File: config.mk
export PLATFORM = sky130hd
export DESIGN_NAME = mc_control_fsm_flat
export DESIGN_NICKNAME = d
export VERILOG_FILES = /design/src/rtl/mc_control_fsm_if.sv /design/src/rtl/mc_control_fsm.sv /design/src/flat_wrapper.sv
export SDC_FILE = /design/constraint.sdc
export NUM_CORES = 1
export LEC_CHECK = 0
export ABC_CLOCK_PERIOD_IN_PS = 4200
export CAP_MARGIN = 20
export CORE_MARGIN = 1
export CORE_UTILIZATION = 40
export DETAILED_ROUTE_END_ITERATION = 12
export GPL_TIMING_DRIVEN = 1
export HOLD_SLACK_MARGIN = 0.12
export PLACE_DENSITY = 0.7
export SKIP_LAST_GASP = 1
export SYNTH_ARGS = -nofsm -noshare
export SYNTH_HDL_FRONTEND = slang
export SYNTH_SLANG_ARGS = --single-unit
File: constraint.sdc
create_clock -name i_clock -period 4.2 [get_ports i_clock]
set_input_delay 0.63 -clock i_clock [delete_from_list [all_inputs] [get_ports i_clock]]
set_output_delay 0.63 -clock i_clock [all_outputs]
set_load 0.02 [all_outputs]
File: src/rtl/mc_control_fsm_if.sv
// mc_control_fsm_if: handshake and control bundle between the RV32I sequencer and the datapath
//   inputs to sequencer : start, opcode, funct3, branch_taken, imem_ready, dmem_ready
//   outputs of sequencer: imem_req, ir_load, dmem_req, dmem_we, alu_src_imm, rf_we, wb_sel,
//                         pc_we, pc_sel, retired, halted, illegal, timeout, state
interface mc_control_fsm_if #(parameter int RET_W = 32);
  logic             start;
  logic [6:0]       opcode;
  logic [2:0]       funct3;
  logic             branch_taken;
  logic             imem_ready;
  logic             dmem_ready;
  logic             imem_req;
  logic             ir_load;
  logic             dmem_req;
  logic             dmem_we;
  logic             alu_src_imm;
  logic             rf_we;
  logic [2:0]       wb_sel;
  logic             pc_we;
  logic [1:0]       pc_sel;
  logic [RET_W-1:0] retired;
  logic             halted;
  logic             illegal;
  logic             timeout;
  logic [2:0]       state;
  modport master (
    input  start, opcode, funct3, branch_taken, imem_ready, dmem_ready,
    output imem_req, ir_load, dmem_req, dmem_we, alu_src_imm, rf_we, wb_sel,
           pc_we, pc_sel, retired, halted, illegal, timeout, state
  );
  modport slave (
    output start, opcode, funct3, branch_taken, imem_ready, dmem_ready,
    input  imem_req, ir_load, dmem_req, dmem_we, alu_src_imm, rf_we, wb_sel,
           pc_we, pc_sel, retired, halted, illegal, timeout, state
  );
endinterface

File: src/rtl/mc_control_fsm.sv
// mc_control_fsm: multi-cycle RV32I sequencer (fetch/decode/exec/mem/wb, faults, retire count)
//   i_clock   : rising-edge clock
//   i_reset_n : asynchronous active-low reset
//   bus       : mc_control_fsm_if master (decoder fields, memory readies in; control strobes out)
module mc_control_fsm #(
  parameter int RET_W       = 32,
  parameter int MEM_TIMEOUT = 15
) (
  input logic              i_clock,
  input logic              i_reset_n,
  mc_control_fsm_if.master bus
);
  localparam int CW = $clog2(MEM_TIMEOUT + 1);
  typedef enum logic [2:0] {IDLE, FETCH, DECODE, EXEC, MEM, WB, HALT, FAULT} state_t;
  state_t           r_state, w_next;
  logic [CW-1:0]    r_wait;
  logic [RET_W-1:0] r_retired;
  logic             r_halted, r_illegal, r_timeout;
  logic w_lui, w_auipc, w_jal, w_jalr, w_br, w_ld, w_st, w_opi, w_op, w_ecall, w_legal;
  logic w_wait_st, w_ready, w_tmo, w_retire;
  assign w_lui   = bus.opcode == 7'b0110111;
  assign w_auipc = bus.opcode == 7'b0010111;
  assign w_jal   = bus.opcode == 7'b1101111;
  assign w_jalr  = bus.opcode == 7'b1100111;
  assign w_br    = bus.opcode == 7'b1100011;
  assign w_ld    = bus.opcode == 7'b0000011;
  assign w_st    = bus.opcode == 7'b0100011;
  assign w_opi   = bus.opcode == 7'b0010011;
  assign w_op    = bus.opcode == 7'b0110011;
  assign w_ecall = bus.opcode == 7'b1110011;
  // branch funct3 010/011 are unused encodings; JALR only defines funct3 000
  assign w_legal = (w_lui | w_auipc | w_jal | w_jalr | w_br | w_ld | w_st | w_opi | w_op) &&
                   !(w_br && bus.funct3[2:1] == 2'b01) && !(w_jalr && bus.funct3 != 3'b000);
  assign w_wait_st = r_state == FETCH || r_state == MEM;
  assign w_ready   = r_state == FETCH ? bus.imem_ready : bus.dmem_ready;
  // a ready arriving on the cycle the count hits the limit still wins
  assign w_tmo     = w_wait_st && !w_ready && r_wait == CW'(MEM_TIMEOUT);
  always_comb begin
    w_next          = r_state;
    w_retire        = 1'b0;
    bus.imem_req    = 1'b0;
    bus.ir_load     = 1'b0;
    bus.dmem_req    = 1'b0;
    bus.dmem_we     = 1'b0;
    bus.alu_src_imm = 1'b0;
    bus.rf_we       = 1'b0;
    bus.wb_sel      = 3'd0;
    bus.pc_we       = 1'b0;
    bus.pc_sel      = 2'd0;
    case (r_state)
      IDLE:   w_next = bus.start ? FETCH : IDLE;
      FETCH: begin
        bus.imem_req = 1'b1;
        bus.ir_load  = bus.imem_ready;
        w_next       = bus.imem_ready ? DECODE : w_tmo ? FAULT : FETCH;
      end
      DECODE: w_next = w_ecall ? HALT : !w_legal ? FAULT : EXEC;
      EXEC: begin
        bus.alu_src_imm = w_opi | w_ld | w_st | w_jalr;
        bus.pc_we       = w_br;
        bus.pc_sel      = (w_br && bus.branch_taken) ? 2'd1 : 2'd0;
        w_retire        = w_br;
        w_next          = w_br ? FETCH : (w_ld | w_st) ? MEM : WB;
      end
      MEM: begin
        bus.dmem_req    = 1'b1;
        bus.alu_src_imm = 1'b1;
        bus.dmem_we     = w_st;
        bus.pc_we       = w_st && bus.dmem_ready;
        w_retire        = w_st && bus.dmem_ready;
        w_next          = bus.dmem_ready ? (w_st ? FETCH : WB) : w_tmo ? FAULT : MEM;
      end
      WB: begin
        bus.rf_we  = 1'b1;
        bus.pc_we  = 1'b1;
        w_retire   = 1'b1;
        bus.wb_sel = w_lui ? 3'd3 : w_auipc ? 3'd4 : (w_jal | w_jalr) ? 3'd2 : w_ld ? 3'd1 : 3'd0;
        bus.pc_sel = w_jal ? 2'd1 : w_jalr ? 2'd2 : 2'd0;
        w_next     = FETCH;
      end
      default: w_next = r_state;
    endcase
  end
  always_ff @(posedge i_clock or negedge i_reset_n) begin
    if (!i_reset_n) begin
      r_state   <= IDLE;
      r_wait    <= '0;
      r_retired <= '0;
      r_halted  <= 1'b0;
      r_illegal <= 1'b0;
      r_timeout <= 1'b0;
    end else begin
      r_state   <= w_next;
      r_wait    <= (w_wait_st && !w_ready && w_next == r_state) ? r_wait + CW'(1) : '0;
      r_retired <= r_retired + RET_W'(w_retire);
      r_halted  <= r_halted | (w_next == HALT);
      r_illegal <= r_illegal | (r_state == DECODE && w_next == FAULT);
      r_timeout <= r_timeout | w_tmo;
    end
  end
  assign bus.retired = r_retired;
  assign bus.halted  = r_halted;
  assign bus.illegal = r_illegal;
  assign bus.timeout = r_timeout;
  assign bus.state   = r_state;
endmodule

File: src/flat_wrapper.sv
// flat-port wrapper written by rule: the top's interface ports become plain ports
module mc_control_fsm_flat 
#(
  parameter int RET_W       = 32,
  parameter int MEM_TIMEOUT = 15
)
  (i_clock, i_reset_n, bus_start, bus_opcode, bus_funct3, bus_branch_taken, bus_imem_ready, bus_dmem_ready, bus_imem_req, bus_ir_load, bus_dmem_req, bus_dmem_we, bus_alu_src_imm, bus_rf_we, bus_wb_sel, bus_pc_we, bus_pc_sel, bus_retired, bus_halted, bus_illegal, bus_timeout, bus_state);
  mc_control_fsm_if #(.RET_W(RET_W)) bus_i ();
  input logic i_clock;
  input logic i_reset_n;
  input wire logic [$bits(bus_i.start)-1:0] bus_start;
  input wire logic [$bits(bus_i.opcode)-1:0] bus_opcode;
  input wire logic [$bits(bus_i.funct3)-1:0] bus_funct3;
  input wire logic [$bits(bus_i.branch_taken)-1:0] bus_branch_taken;
  input wire logic [$bits(bus_i.imem_ready)-1:0] bus_imem_ready;
  input wire logic [$bits(bus_i.dmem_ready)-1:0] bus_dmem_ready;
  output wire logic [$bits(bus_i.imem_req)-1:0] bus_imem_req;
  output wire logic [$bits(bus_i.ir_load)-1:0] bus_ir_load;
  output wire logic [$bits(bus_i.dmem_req)-1:0] bus_dmem_req;
  output wire logic [$bits(bus_i.dmem_we)-1:0] bus_dmem_we;
  output wire logic [$bits(bus_i.alu_src_imm)-1:0] bus_alu_src_imm;
  output wire logic [$bits(bus_i.rf_we)-1:0] bus_rf_we;
  output wire logic [$bits(bus_i.wb_sel)-1:0] bus_wb_sel;
  output wire logic [$bits(bus_i.pc_we)-1:0] bus_pc_we;
  output wire logic [$bits(bus_i.pc_sel)-1:0] bus_pc_sel;
  output wire logic [$bits(bus_i.retired)-1:0] bus_retired;
  output wire logic [$bits(bus_i.halted)-1:0] bus_halted;
  output wire logic [$bits(bus_i.illegal)-1:0] bus_illegal;
  output wire logic [$bits(bus_i.timeout)-1:0] bus_timeout;
  output wire logic [$bits(bus_i.state)-1:0] bus_state;
  assign bus_i.start = bus_start;
  assign bus_i.opcode = bus_opcode;
  assign bus_i.funct3 = bus_funct3;
  assign bus_i.branch_taken = bus_branch_taken;
  assign bus_i.imem_ready = bus_imem_ready;
  assign bus_i.dmem_ready = bus_dmem_ready;
  assign bus_imem_req = bus_i.imem_req;
  assign bus_ir_load = bus_i.ir_load;
  assign bus_dmem_req = bus_i.dmem_req;
  assign bus_dmem_we = bus_i.dmem_we;
  assign bus_alu_src_imm = bus_i.alu_src_imm;
  assign bus_rf_we = bus_i.rf_we;
  assign bus_wb_sel = bus_i.wb_sel;
  assign bus_pc_we = bus_i.pc_we;
  assign bus_pc_sel = bus_i.pc_sel;
  assign bus_retired = bus_i.retired;
  assign bus_halted = bus_i.halted;
  assign bus_illegal = bus_i.illegal;
  assign bus_timeout = bus_i.timeout;
  assign bus_state = bus_i.state;
  mc_control_fsm #(.RET_W(RET_W), .MEM_TIMEOUT(MEM_TIMEOUT)) u_core (.i_clock(i_clock), .i_reset_n(i_reset_n), .bus(bus_i));
endmodule
# Word level (Yosys, flattened, before mapping)
# Index checks and enable logic that the tools add are counted.
# word_totals
reg_bits	42
inputBits	16
wordCells	89
# op_classes
n_reduce_logical	16
addsub	2
muxes	29
eq_ne	20
bitwise	16
# ops
op	count
$mux 3	11
$add 32x1->32	1
$eq 7x7->1 const B	4
$eq 7x6->1 const B	3
$pmux 3 s6	1
$or 1x1->1	16
$eq 7x5->1 const B	2
$eq 3x3->1 const B	4
$logic_and 1x1->1	10
$mux 1	10
$eq 7x2->1 const B	1
$eq 3x2->1 const B	2
$mux 2	3
$add 4x1->4 const B	1
$eq 4x4->1 const B	1
$mux 4	1
$pmux 2 s2	1
$eq 3x1->1 const B	1
$eq 3x3->1	1
$logic_not 1->1	3
$logic_not 3->1	1
$pmux 1 s3	1
$reduce_bool 3->1	1
$eq 2x1->1 const B	1
other kinds (2)	2

# Longest topological paths before layout
# depth
word_depth	17
mapped_depth	14
mapped_depth_nobuf	14

# Least setup slack after synthesis
# OpenSTA, ideal clock, no wires.
# synth_timing
path_kind	reg2reg
start	reg u_core.r_state[0] (netlist: u_core.bus.state[0])
end	reg u_core.r_retired[26] (netlist: u_core.bus.retired[26])
t_arrival_ps	3179
stages_incl_launch_ff	15
path_buffers	0
required_time_ps	4070
path_slack_ps	891
path_cell_list	dfrtp_1 -> nand2b_1 -> or2_2 -> inv_1 -> and3_1 -> nand2_1 -> nand2_1 -> ha_1 -> ha_1 -> inv_1 -> nor3_4 -> and2_1 -> and4_1 -> nand2_1 -> xnor2_1
# synth_via
elab_chain_cells	3
elab_cells_between_ends	5
# synth_lines
item	line_no	source
from (decl)	mc_control_fsm.sv:15	state_t r_state, w_next;
from (signal assigned)	mc_control_fsm.sv:93	r_state <= w_next;
$eq 3x3->1 or $eq 3x2->1 (tied branches)	--	
$pmux 1 s3 (*)	--	
named net bus_pc_we	flat_wrapper.sv:24	output wire logic [$bits(bus_i.pc_we)-1:0] bus_pc_we;
$add 32x1->32 (*)	mc_control_fsm.sv:95	r_retired <= r_retired + RET_W'(w_retire);
to (signal assigned)	mc_control_fsm.sv:95	
to (decl)	mc_control_fsm.sv:17	logic [RET_W-1:0] r_retired;
# Mark *: on every way through the listed nets, which the timed path passes. The rest lies on a longest branch.

# Worst setup path in the final report
# layout_timing
start	in bus_opcode[3]
end	reg u_core.r_retired[26] (netlist: u_core.bus.retired[26])
# layout_via
elab_chain_cells	4
elab_cells_between_ends	5
# layout_lines
item	line_no	source
from (decl)	flat_wrapper.sv:12	input wire logic [$bits(bus_i.opcode)-1:0] bus_opcode;
$eq 7x6->1	mc_control_fsm.sv:27	assign w_st = bus.opcode == 7'b0100011;
$logic_and 1x1->1	mc_control_fsm.sv:70	w_retire = w_st && bus.dmem_ready;
$pmux 1 s3 (*)	mc_control_fsm.sv:50	case (r_state)
$add 32x1->32 (*)	mc_control_fsm.sv:95	
# Every way passes the cells marked *; elsewhere a longest branch is shown, timed or not.

==> flow_summary_export.csv <==
group,metric,value,unit
outcome,status,"complete, no violations",
synth,synth_edf_count,0,
die,die_w,75.9,um
setup_path,worstPathRequired,4.38,ns
clock_network,clk_pin_slew,0.07,ns
clock_network,postCtsResizedCells,0,
timing,setup_viol,0,
placement,port_buffers,65,
timing,post-route-period-util,0.829,
layout,nNetsFinal,299,
setup_path,critPathLaunchType,"input pin",
drt,wl_met2,2140,um
synth,syn_nets,232,
layout,fin_cells,350,
die,initial_core_util,0.422,
drt,top_layer,"met4",
drt,first_pass_iters,4,
timing,slew_viol_final,0,
grt,grt_usage,0.172,
synth,synthTopCellsByArea,"dfrtp_1 (48%), xnor2_1 (10%), nand3_1 (3.9%)",
drt,vias,1759,
drt,met3_length,211,um
clock_network,cts_htree_levels,2,
synth,ys_ff_latch,42,
drt,via_per_inst,5.03,
power_and_ir_drop,power.leakage,1.28,nW
layout,drive_above_1_share,0.0714,
grt,grt_start_max_net_pins,43,
synth,synth-main-ff-cell,"dfrtp_1",
timing,hold_violations,0,
layout,area_growth,35.9,%
clock_network,insertion_delay,0.29,ns
setup_path,path_cells,"clkdlybuf4s50_1 -> nand3b_1 -> nor4_1 -> and3_1 -> nand2_1 -> nand2_1 -> ha_1 -> ha_1 -> inv_1 -> nor3_4 -> and2_1 -> and4_1 -> nand2_1 -> xnor2_1",
die,core-area,5170,um2
clock_network,root_buffer,"clkbuf_8",
clock_network,cts_buffers,5,
clock_network,cts_setup_buffers,0,
setup_path,crit_type,"in -> reg",
clock_network,cts_buffer_depth,2,
setup_path,max_stage_delay,0.51,ns
layout,antenna_cells,0,
setup_path,cp_num_cells,14,
synth,synthesis.area,2180,um2
placement,gp_congestion,0.916,
layout,fin_util,0.574,
setup_path,cp_top_family,"simple AND/OR/NAND/NOR gates",
run,drv_cap,0,
synth,avgSynthCellArea,10.3,um2
die,ioPinCount,66,
placement,dp_cells,343,
clock_network,clock_sinks,42,
drt,wl_per_cell,13.3,um
drt,ant_nets,0,
timing,max_freq,287,MHz
setup_path,crit_buf_inv,2,
setup_path,crit_path_max_fanout,6,
synth,ys_async_sr_fraction,1.00,
setup_path,end_kind,"flop",
power_and_ir_drop,irDropWorstVdd,0.339,mV
setup_path,path_common_cell,"nand2_1",
setup_path,arrival,3.66,ns
layout,final_cell_mix,"clkdlybuf4s50_1 (64), dfrtp_1 (42), xnor2_1 (26)",
grt,grt_overflow_total,0,
timing,fin_tns_setup,0,ns
clock_network,cts_tree,"yes",
synth,yosysWarnings,0,
die,die_area,5760,um2
clock_network,cts_hold_buf,0,
placement,hpwl,3530,um
die,dieHeight,75.9,um
timing,relSlewSlack,0.410,
timing,finalCriticalPeriod,3.48,ns
timing,fin_worst_skew,0.00146,ns
synth,synthCells,213,
drt,post-route-drc-count,0,
grt,grt_pass1_vias,1587,
setup_path,worst_path_max_delay_cell,"clkdlybuf4s50_1",
grt,grt_pass1_wl,7420,um
synth,netlist-cell-type-count,47,
layout,layout_commonest_cell,"clkdlybuf4s50_1",
die,core.rowCount,26,
timing,rsz0062_at_grt,"false",
drt,wl_met1,2260,um
synth,synth_top_area_frac,0.481,
timing,worst_pin_slew,0.885,ns
grt,antenna_found_initial,0,
synth,yosys.area.top_type,"dfrtp_1",
hold_path,hp-class,"in -> async",
drt,drtIter0Drc,52,
synth,seq_area_frac_synth,0.481,
setup_path,worst-r2r-cell-count,14,
drt,routed_wl,4650,um
power_and_ir_drop,powerDensity,404,nW/um2
-- metrics by stage --
step | power [mW] | area [um2] | setup slack (ns) | hold slack [ns]
2_1_floorplan | 0.768 | 2180 | 0.891 | 0.334
6_report | 1.20 | 2970 | 0.718 | 0.458
3_3_place_gp | 0.967 | 2890 | 0.551 | 0.438
3_5_place_dp | 0.970 | 2890 | 0.415 | 0.448
4_1_cts | 1.21 | 2970 | 0.703 | 0.464
5_1_grt | 1.28 | 2970 | 0.453 | 0.477
-- Yosys cell counts, types with 2 or more instances --
cell type and number:
and4_1 4, nor3_4 2, a21o_1 4, nand2b_1 4, a211oi_1 2, o211ai_1 3
inv_1 4, and3_1 7, clkbuf_1 2, buf_2 2, nor3_1 2, nand4_1 3
nand2_1 19, xnor2_1 26, buf_4 2, or2_1 2, xor2_1 6, dfrtp_1 42
o21ai_0 4, nor2_1 17, and3_2 3, ha_1 3, nand3b_1 3, a21oi_1 4
and2_1 2, nor2b_1 3, a22oi_1 2, nand3_1 17
-- sequential cells by signal, summed over array words and instances (netlist names) --
name / cells
u_core.bus.illegal: 1
u_core.bus.retired: 32
u_core.bus.halted: 1
u_core.bus.state: 3
u_core.bus.timeout: 1
u_core.r_wait: 4
-- cells by family (layout without fill, tap and decap cells) --
logic type,Yosys count,in the layout,share of synthesized area
AOI/OAI and AO/OA,26,26,0.0831
buffers and inverters,10,77,0.0218
xor gates and xnor gates,32,32,0.128
DFF,42,42,0.481
and+or+nand+nor,100,100,0.268
adders and majority gates,3,3,0.0172
-- final timing paths --
kind	from	endpoint	slack, ns
max	bus_opcode[3]	u_core.bus.retired[26]	0.72
min	i_reset_n	u_core.r_wait[2]	0.46
max reg2reg	u_core.bus.state[0]	u_core.bus.retired[26]	1.10
min reg2reg	u_core.bus.halted	u_core.bus.halted	0.46
max in group asynchronous	i_reset_n	u_core.bus.retired[0]	3.19
min in group i_clock	u_core.bus.halted	u_core.bus.halted	0.46
-- cell type report --
type | instances | area, um2
tap | 70 | 87.6
clock buffer | 7 | 76.3
fill | 449 | 2200
inverter | 4 | 15.0
sequential | 42 | 1050
multi-input combinational | 161 | 1080
timing repair buffer | 66 | 653
-- per-layer routing --
metal	track usage	up-vias
met5	0	-
met1	0.235	837
met3	0.0582	4
li1	-	874
met4	0.0370	0
met2	0.266	44
-- power breakdown --
part,leakage [nW],switching [mW],internal [mW],total (mW)
clock,0.0383,0.122,0.114,0.236
sequential,0.559,0.0697,0.454,0.524
combinational,0.678,0.234,0.206,0.440
No activity file was read; power rests on OpenSTA's default activity.
